File: config.mk
export PLATFORM = sky130hd
export DESIGN_NAME = updown_sweep_ctrl
export DESIGN_NICKNAME = d
export VERILOG_FILES = /design/src/rtl/updown_pkg.sv /design/src/rtl/updown_count_sync.sv /design/src/rtl/updown_sweep_ctrl.sv
export SDC_FILE = /design/constraint.sdc
export NUM_CORES = 1
export LEC_CHECK = 0
export CAP_MARGIN = 20
export CORE_AREA = 8 8 69 71
export CTS_CLUSTER_DIAMETER = 80
export CTS_CLUSTER_SIZE = 25
export DETAILED_ROUTE_END_ITERATION = 10
export DIE_AREA = 0 0 77 79
export PLACE_DENSITY = 0.82
export SLEW_MARGIN = 25
export SYNTH_ARGS = -nofsm -noshare
export SYNTH_HDL_FRONTEND = slang
export SYNTH_SLANG_ARGS = --single-unit
File: constraint.sdc
create_clock -name clk -period 2.67 [get_ports clk]
set_clock_uncertainty 0.1 [all_clocks]
set_input_delay 0.6675 -clock clk [delete_from_list [all_inputs] [get_ports clk]]
set_output_delay 0.6675 -clock clk [all_outputs]
set_load 0.02 [all_outputs]
File: src/rtl/updown_pkg.sv
// Shared types and default sizes for the up/down sweep controller.
// The DWELL state exists only when UPDOWN_SWEEP_DWELL_EN is defined.
package updown_pkg;

  localparam int UPD_WIDTH_DEF  = 4;
  localparam int UPD_PASS_W_DEF = 8;

`ifdef UPDOWN_SWEEP_DWELL_EN
  typedef enum logic [1:0] {
    ST_IDLE  = 2'd0,
    ST_UP    = 2'd1,
    ST_DOWN  = 2'd2,
    ST_DWELL = 2'd3
  } state_t;
`else
  typedef enum logic [1:0] {
    ST_IDLE = 2'd0,
    ST_UP   = 2'd1,
    ST_DOWN = 2'd2
  } state_t;
`endif

endpackage

File: src/rtl/updown_count_sync.sv
// Loadable up/down counter with synchronous active-high reset.
// Load beats enable; the controller guarantees no stepping past its bounds.
module updown_count_sync
  import updown_pkg::*;
#(
  parameter int WIDTH = UPD_WIDTH_DEF
) (
  input  logic             clk,
  input  logic             reset,
  input  logic             load,
  input  logic [WIDTH-1:0] load_val,
  input  logic             en,
  input  logic             up_down,
  output logic [WIDTH-1:0] count
);

  logic [WIDTH-1:0] r_count;

  always_ff @(posedge clk) begin
    if (reset) begin
      r_count <= '0;
    end else if (load) begin
      r_count <= load_val;
    end else if (en) begin
      r_count <= up_down ? (r_count + WIDTH'(1)) : (r_count - WIDTH'(1));
    end
  end

  assign count = r_count;

endmodule

File: src/rtl/updown_sweep_ctrl.sv
// Sweeps a counter lo->hi->lo for a programmable number of passes.
// Optional hold at hi is enabled by defining UPDOWN_SWEEP_DWELL_EN.
module updown_sweep_ctrl
  import updown_pkg::*;
#(
  parameter int WIDTH     = UPD_WIDTH_DEF,
  parameter int PASS_W    = UPD_PASS_W_DEF,
  parameter int DWELL_CYC = 2
) (
  input  logic              clk,
  input  logic              reset,
  input  logic              start,
  input  logic [WIDTH-1:0]  lo,
  input  logic [WIDTH-1:0]  hi,
  input  logic [PASS_W-1:0] passes,
  input  logic              step_en,
  input  logic              abort,
  output logic [WIDTH-1:0]  count,
  output logic              dir,
  output logic              busy,
  output logic              done,
  output logic              range_err
);

  state_t            r_state;
  logic [PASS_W-1:0] r_rem;
  logic [WIDTH-1:0]  r_lo;
  logic [WIDTH-1:0]  r_hi;
  logic              r_dir;
  logic              r_busy;
  logic              r_done;
  logic              r_range_err;

  logic [WIDTH-1:0]  w_count;
  logic              w_load;
  logic              w_en;
  logic              w_up;
  logic              w_start_ok;
  logic              w_step;

  assign w_start_ok = start && (lo < hi) && (passes != '0);
  assign w_step     = step_en && !abort;

`ifdef UPDOWN_SWEEP_DWELL_EN
  localparam int DW_W = (DWELL_CYC > 1) ? $clog2(DWELL_CYC) : 1;
  logic [DW_W-1:0] r_dwell;
  logic            w_dwell_last;
  assign w_dwell_last = (r_dwell == DW_W'(DWELL_CYC - 1));
`endif

  // Counter steering: decisions use the latched bounds, the load uses live lo
  always_comb begin
    w_load = 1'b0;
    w_en   = 1'b0;
    w_up   = 1'b1;
    case (r_state)
      ST_IDLE: w_load = w_start_ok;
      ST_UP: begin
        if (w_step) begin
          if (w_count != r_hi) begin
            w_en = 1'b1;
          end else begin
`ifndef UPDOWN_SWEEP_DWELL_EN
            w_en = 1'b1;
            w_up = 1'b0;
`endif
          end
        end
      end
      ST_DOWN: begin
        if (w_step) begin
          if (w_count != r_lo) begin
            w_en = 1'b1;
            w_up = 1'b0;
          end else if (r_rem > PASS_W'(1)) begin
            w_en = 1'b1;
          end
        end
      end
`ifdef UPDOWN_SWEEP_DWELL_EN
      ST_DWELL: begin
        if (w_step && w_dwell_last) begin
          w_en = 1'b1;
          w_up = 1'b0;
        end
      end
`endif
      default: ;
    endcase
  end

  updown_count_sync #(.WIDTH(WIDTH)) u_count (
    .clk      (clk),
    .reset    (reset),
    .load     (w_load),
    .load_val (lo),
    .en       (w_en),
    .up_down  (w_up),
    .count    (w_count)
  );

  always_ff @(posedge clk) begin
    if (r_state == ST_IDLE && w_start_ok) begin
      r_lo <= lo;
      r_hi <= hi;
    end
  end

  always_ff @(posedge clk) begin
    if (reset) begin
      r_state     <= ST_IDLE;
      r_rem       <= '0;
      r_dir       <= 1'b1;
      r_busy      <= 1'b0;
      r_done      <= 1'b0;
      r_range_err <= 1'b0;
`ifdef UPDOWN_SWEEP_DWELL_EN
      r_dwell     <= '0;
`endif
    end else begin
      r_done <= 1'b0;
      case (r_state)
        ST_IDLE: begin
          if (start) begin
            if (lo >= hi) begin
              r_done      <= 1'b1;
              r_range_err <= 1'b1;
            end else if (passes == '0) begin
              r_done      <= 1'b1;
              r_range_err <= 1'b0;
            end else begin
              r_state     <= ST_UP;
              r_busy      <= 1'b1;
              r_dir       <= 1'b1;
              r_rem       <= passes;
              r_range_err <= 1'b0;
            end
          end
        end
        ST_UP: begin
          if (abort) begin
            r_state <= ST_IDLE;
            r_busy  <= 1'b0;
          end else if (step_en && w_count == r_hi) begin
`ifdef UPDOWN_SWEEP_DWELL_EN
            r_state <= ST_DWELL;
            r_dwell <= '0;
`else
            r_state <= ST_DOWN;
            r_dir   <= 1'b0;
`endif
          end
        end
        ST_DOWN: begin
          if (abort) begin
            r_state <= ST_IDLE;
            r_busy  <= 1'b0;
          end else if (step_en && w_count == r_lo) begin
            if (r_rem > PASS_W'(1)) begin
              r_rem   <= r_rem - PASS_W'(1);
              r_state <= ST_UP;
              r_dir   <= 1'b1;
            end else begin
              r_state <= ST_IDLE;
              r_busy  <= 1'b0;
              r_done  <= 1'b1;
            end
          end
        end
`ifdef UPDOWN_SWEEP_DWELL_EN
        ST_DWELL: begin
          if (abort) begin
            r_state <= ST_IDLE;
            r_busy  <= 1'b0;
          end else if (step_en) begin
            if (w_dwell_last) begin
              r_state <= ST_DOWN;
              r_dir   <= 1'b0;
            end else begin
              r_dwell <= r_dwell + DW_W'(1);
            end
          end
        end
`endif
        default: begin
          r_state <= ST_IDLE;
          r_busy  <= 1'b0;
        end
      endcase
    end
  end

  assign count     = w_count;
  assign dir       = r_dir;
  assign busy      = r_busy;
  assign done      = r_done;
  assign range_err = r_range_err;

endmodule
=== Yosys cells after proc, flatten, opt, wreduce, memory -nomap -nowiden ===
Cells that the tools add are included.

* Add/sub/neg operators: 3
* Order comparisons: 3
* Equal/unequal tests: 18
* Mux-type cells: 52
* Reduce and logical (&&, ||, !) cells: 18

{| class="wikitable"
|+ Operators with widths
! operator !! count
|-
| $mux W8 || 6
|-
| $mux W1 || 29
|-
| $ne A2 B2 Y1 const B || 9
|-
| $pmux W8 S2 || 1
|-
| $mux W2 || 7
|-
| $mux W4 || 3
|-
| $ne A3 B3 Y1 const B || 3
|-
| $reduce_and A9 Y1 || 1
|-
| $eq A4 B4 Y1 || 2
|-
| $gt A8 B1 Y1 const B || 1
|-
| $logic_not A8 Y1 || 1
|-
| $ne A4 B4 Y1 || 2
|-
| $reduce_bool A8 Y1 || 1
|-
| $sub A8 B1 Y8 const B || 1
|-
| $reduce_and A7 Y1 || 1
|-
| $logic_and A1 B1 Y1 || 6
|-
| $pmux W1 S2 || 3
|-
| $pmux W1 S3 || 2
|-
| $pmux W2 S3 || 1
|-
| $reduce_and A6 Y1 || 1
|-
| $reduce_and A5 Y1 || 1
|-
| $add A4 B1 Y4 const B || 1
|-
| $ge A4 B4 Y1 || 1
|-
| $lt A4 B4 Y1 || 1
|-
| 8 further kinds || 9
|}

* Bits in registers: 26
* Input port bits: 21
* Output and inout bits: 8
* Logic and storage cells: 103

=== Logic depth before layout (Yosys ltp) ===
* Depth after elaboration: 7
* Depth in mapped cells: 12
* Mapped depth without buffers: 12

=== Cells and area by module ===
From an unflattened synthesis, not the netlist that was laid out.

* Cells, all modules: 195
* Area, all modules: 1800.5 µm²

{| class="wikitable"
|+ Modules (own cells, without submodules)
! module !! instances !! cells an instance !! area an instance (µm²) !! sequential area each (µm²)
|-
| updown_sweep_ctrl || 1 || 165 || 1505.2 || 520.5
|-
| updown_count_sync || 1 || 30 || 295.3 || 80.1
|}

=== Worst setup path after synthesis ===
No wires, ideal clock.

* Path kind: in2reg
* From: input port lo[0]
* To: register r_rem[5]
* Library setup time: 0.070 ns
* Arrival: 2.379 ns
* Setup slack: 0.120 ns
* Stages on the path: 8
* Buffers on the path: 0
* Cells stage by stage: inv_1 > ha_1 > a31o_1 > a21oi_1 > a41oi_1 > nand3b_1 > or3_1 > a21oi_1

* Word-level cells in the longest chain between the ends: 3

{| class="wikitable"
|+ RTL lines
! what !! RTL line !! RTL
|-
| start: declaration || updown_sweep_ctrl.sv:13 || <nowiki>input logic [WIDTH-1:0] lo,</nowiki>
|-
| $ge A4 B4 Y1 || updown_sweep_ctrl.sv:125 || <nowiki>if (lo >= hi) begin</nowiki>
|-
| $ne A2 B2 Y1 (no source line) || - ||
|-
| $reduce_and A7 Y1 (no source line) || - ||
|-
| end signal: assignment || updown_sweep_ctrl.sv:135 || <nowiki>r_rem <= passes;</nowiki>
|-
| end signal: assignment || updown_sweep_ctrl.sv:160 || <nowiki>r_rem <= r_rem - PASS_W'(1);</nowiki>
|-
| end: declaration || updown_sweep_ctrl.sv:26 || <nowiki>logic [PASS_W-1:0] r_rem;</nowiki>
|}

Every way passes these cells.
A chain may end at the register's enable or synchronous reset.

=== Final worst setup path ===
* From: input port hi[2]
* To: register r_rem[5]

* Word-level cells in the longest chain between the ends: 3

{| class="wikitable"
|+ RTL lines
! what !! RTL line !! RTL
|-
| start: declaration || updown_sweep_ctrl.sv:14 || <nowiki>input logic [WIDTH-1:0] hi,</nowiki>
|-
| $ge A4 B4 Y1 || updown_sweep_ctrl.sv:125 ||
|-
| $ne A2 B2 Y1 (no source line) || - ||
|-
| $reduce_and A7 Y1 (no source line) || - ||
|}

Every way passes these cells.

==> metrics.txt <==
hold slack final=0.395 ns; final period utilization=0.963; syn_area_per_cell=8.64 um^2; FMAX=389 MHz; Slew headroom=0.577; Worst Hold Class=flip-flop to flip-flop; Antenna Violating Nets Remaining=0; die extent in y=79 um; diodes inserted=0; maxcap violations=0; DRT Wirelength=4710 um; Num CTS Buffers=3; GRT Residual Overflow=0; initial antenna violation count=0; DRC errors left=0; Max Slew Vio Count=0; gpl congestion=0.845; Core Box Area=3800 um^2; TritonRoute pass-1 iters=4; Final Non-Filler Cells=307; Clk Tree Root Cell=clkbuf_8; clk buf depth=2; area delta synth->final=44.4%; design area=2420 um^2; fin util=0.637; yosys warns=0; via count=1708; share of layout cells above drive strength 1=0.237; H-tree depth=1; multiplexer area fraction after synthesis=0.0119; initial core utilization=0.441; hold_buf cts=0; CTS tree=yes; Die Span X=77 um; Final setup viols=0; Detail Placement HPWL=3550 um; peak supply drop=0.315 mV; CP max FO=5; Cells after DPL=297; Adder-Cell Fraction of Synth Area=0.102; CP Class=input pin to flip-flop; Clock Latency Late Sink=0.28 ns; pin count of the biggest net entering global routing=24; combinational family with the most area after synthesis=compound AO/OA/AOI/OAI gates; Place WS=-0.591 ns; CP Data Arrival Time=2.69 ns; most frequent cells in the layout=33 x buf_4, 22 x a21oi_1, 20 x clkdlybuf4s50_1; post-synthesis compound-gate area fraction=0.227; number of hold violations in the final report=0; Pleak=0.987 nW; GRT Util Overall=0.159; Worst EP required=2.78 ns; status=finished clean; die area=6080 um^2; Rows=23; minimum clock period=2.57 ns; xor/xnor share of the synthesized area=0.0627; total power=1.71 mW; Reg clk slew, reported paths=0.09 ns; I/O pins=29; Final #Nets=292; syn_nets=228; most common cell after layout, fill and taps aside=buf_4; ys async rst share=0; pin slew with the least headroom to its limit=0.629 ns; CTS sink cnt=26; Mapped Area=1680 um^2; EDFF count, synth=8; synth unique cells=45; synthesized instance count=194; register area=604 um^2; area of the multi-input gates=1070 um^2; RSZ-0062 raised after global routing=true; vias in the first global route=1778; capturing element type of the critical path=flip-flop; initial detailed-routing violation count=193; first-pass GRT wire length=8050 um; port bufs=28; Setup WS post-layout=0.0976 ns; WL/cell=15.3 um; simple-gate area share of the yosys netlist=0.186; Setup crit start kind=input pin; post-synthesis sequential area ratio=0.358; Via density=5.56; number of fill cells=321; Synth Flop Type=dfxtp_1; Fin Setup TNS=0 ns; power density cells=708 nW/um^2; Yosys reg bits=26; Cell Area, Placed=2220 um^2
[flip-flops by register name, indices dropped and copies added, names as in the netlist]
| register | cells |
|---|---|
| r_rem | 8 |
| r_state | 2 |
| r_lo | 4 |
| r_hi | 4 |
| done | 1 |
| u_count.count | 4 |
| range_err | 1 |
| busy | 1 |
| dir | 1 |
[power breakdown]
part / switching [mW] / total [mW] / internal [mW]
clock: 0.138 / 0.339 / 0.201
combinational: 0.420 / 0.828 / 0.408
sequential: 0.0659 / 0.546 / 0.480
total: 0.624 / 1.71 / 1.09
[timing repair]
item | 4_1_cts | 5_1_grt
gates resized for setup | 19 | 8
cloned | 1 | 0
buffers inserted | 5 | 0
setup endpoints to repair | 24 | 7
pin swaps | 14 | 2
[synthesized netlist by cell type (2+ instances only)]
| cell | instances | area share |
|---|---|---|
| or3_1 | 4 | 0.015 |
| nor3_1 | 5 | 0.015 |
| ha_1 | 12 | 0.090 |
| a21oi_1 | 24 | 0.072 |
| nand3_1 | 3 | 0.0090 |
| a311oi_1 | 2 | 0.010 |
| o21ai_0 | 6 | 0.018 |
| a21o_1 | 4 | 0.018 |
| nor2_1 | 16 | 0.036 |
| nor4_1 | 3 | 0.011 |
| mux2i_1 | 2 | 0.012 |
| or4_1 | 2 | 0.0090 |
| edfxtp_1 | 8 | 0.14 |
| a211oi_1 | 2 | 0.0090 |
| a31oi_1 | 2 | 0.0075 |
| clkbuf_1 | 4 | 0.0090 |
| nand2_1 | 11 | 0.025 |
| nand3b_1 | 2 | 0.0090 |
| a41oi_1 | 2 | 0.010 |
| inv_1 | 18 | 0.040 |
| o21ai_2 | 2 | 0.010 |
| xnor2_1 | 8 | 0.042 |
| nand2b_1 | 6 | 0.022 |
| o32ai_1 | 3 | 0.016 |
| xor2_1 | 4 | 0.021 |
| nor2b_1 | 2 | 0.0075 |
| o211ai_1 | 2 | 0.0090 |
| dfxtp_1 | 18 | 0.22 |
[per-layer routing]
| layer | vias up | global-route usage | part of all wire |
|---|---|---|---|
| met5 | - | 0 | 0 |
| met4 | 0 | 0.0623 | 0.021 |
| met3 | 8 | 0.0226 | 0.026 |
| met2 | 28 | 0.285 | 0.51 |
| met1 | 834 | 0.189 | 0.44 |
| li1 | 838 | - | - |
[final timing paths]
| check | endpoint | slack (ns) | cells after the start | startpoint |
|---|---|---|---|---|
| worst min-delay path | busy$_SDFFE_PP0P_ | 0.40 | 2 | busy$_SDFFE_PP0P_ |
| worst max register to register | u_count.count[3]$_SDFFE_PP0P_ | 0.15 | 11 | u_count.count[1]$_SDFFE_PP0P_ |
| worst max-delay path | r_rem[5]$_SDFFE_PP0P_ | 0.1 | 10 | hi[2] |
| worst min register to register | busy$_SDFFE_PP0P_ | 0.40 | 2 | busy$_SDFFE_PP0P_ |
[critical path, stage by stage]
cell	delay [ns]
dlygate4sd2_1	0.22
inv_1	0.05
ha_1	0.30
a31o_1	0.22
a21oi_2	0.19
a41oi_2	0.15
nand3b_1	0.23
buf_6	0.16
or3_1	0.36
a21oi_1	0.15
[area by class of cell]
cell class | count | area share
Sequential cell | 26 | 0.250
Inverter | 18 | 0.0279
Tap cell | 50 | 0.0259
Clock buffer | 3 | 0.0171
Timing Repair Buffer | 64 | 0.225
Multi-Input combinational cell | 145 | 0.442
Clock inverter | 1 | 0.0124
[kinds of logic after synthesis]
group,after synthesis
and+or+nand+nor,60
AOI/OAI and AO/OA,58
DFF,26
buffers and inverters,23
adders and majority gates,13
xor gates and xnor gates,12
muxes,2
No activity file was read; power rests on OpenSTA's default activity.
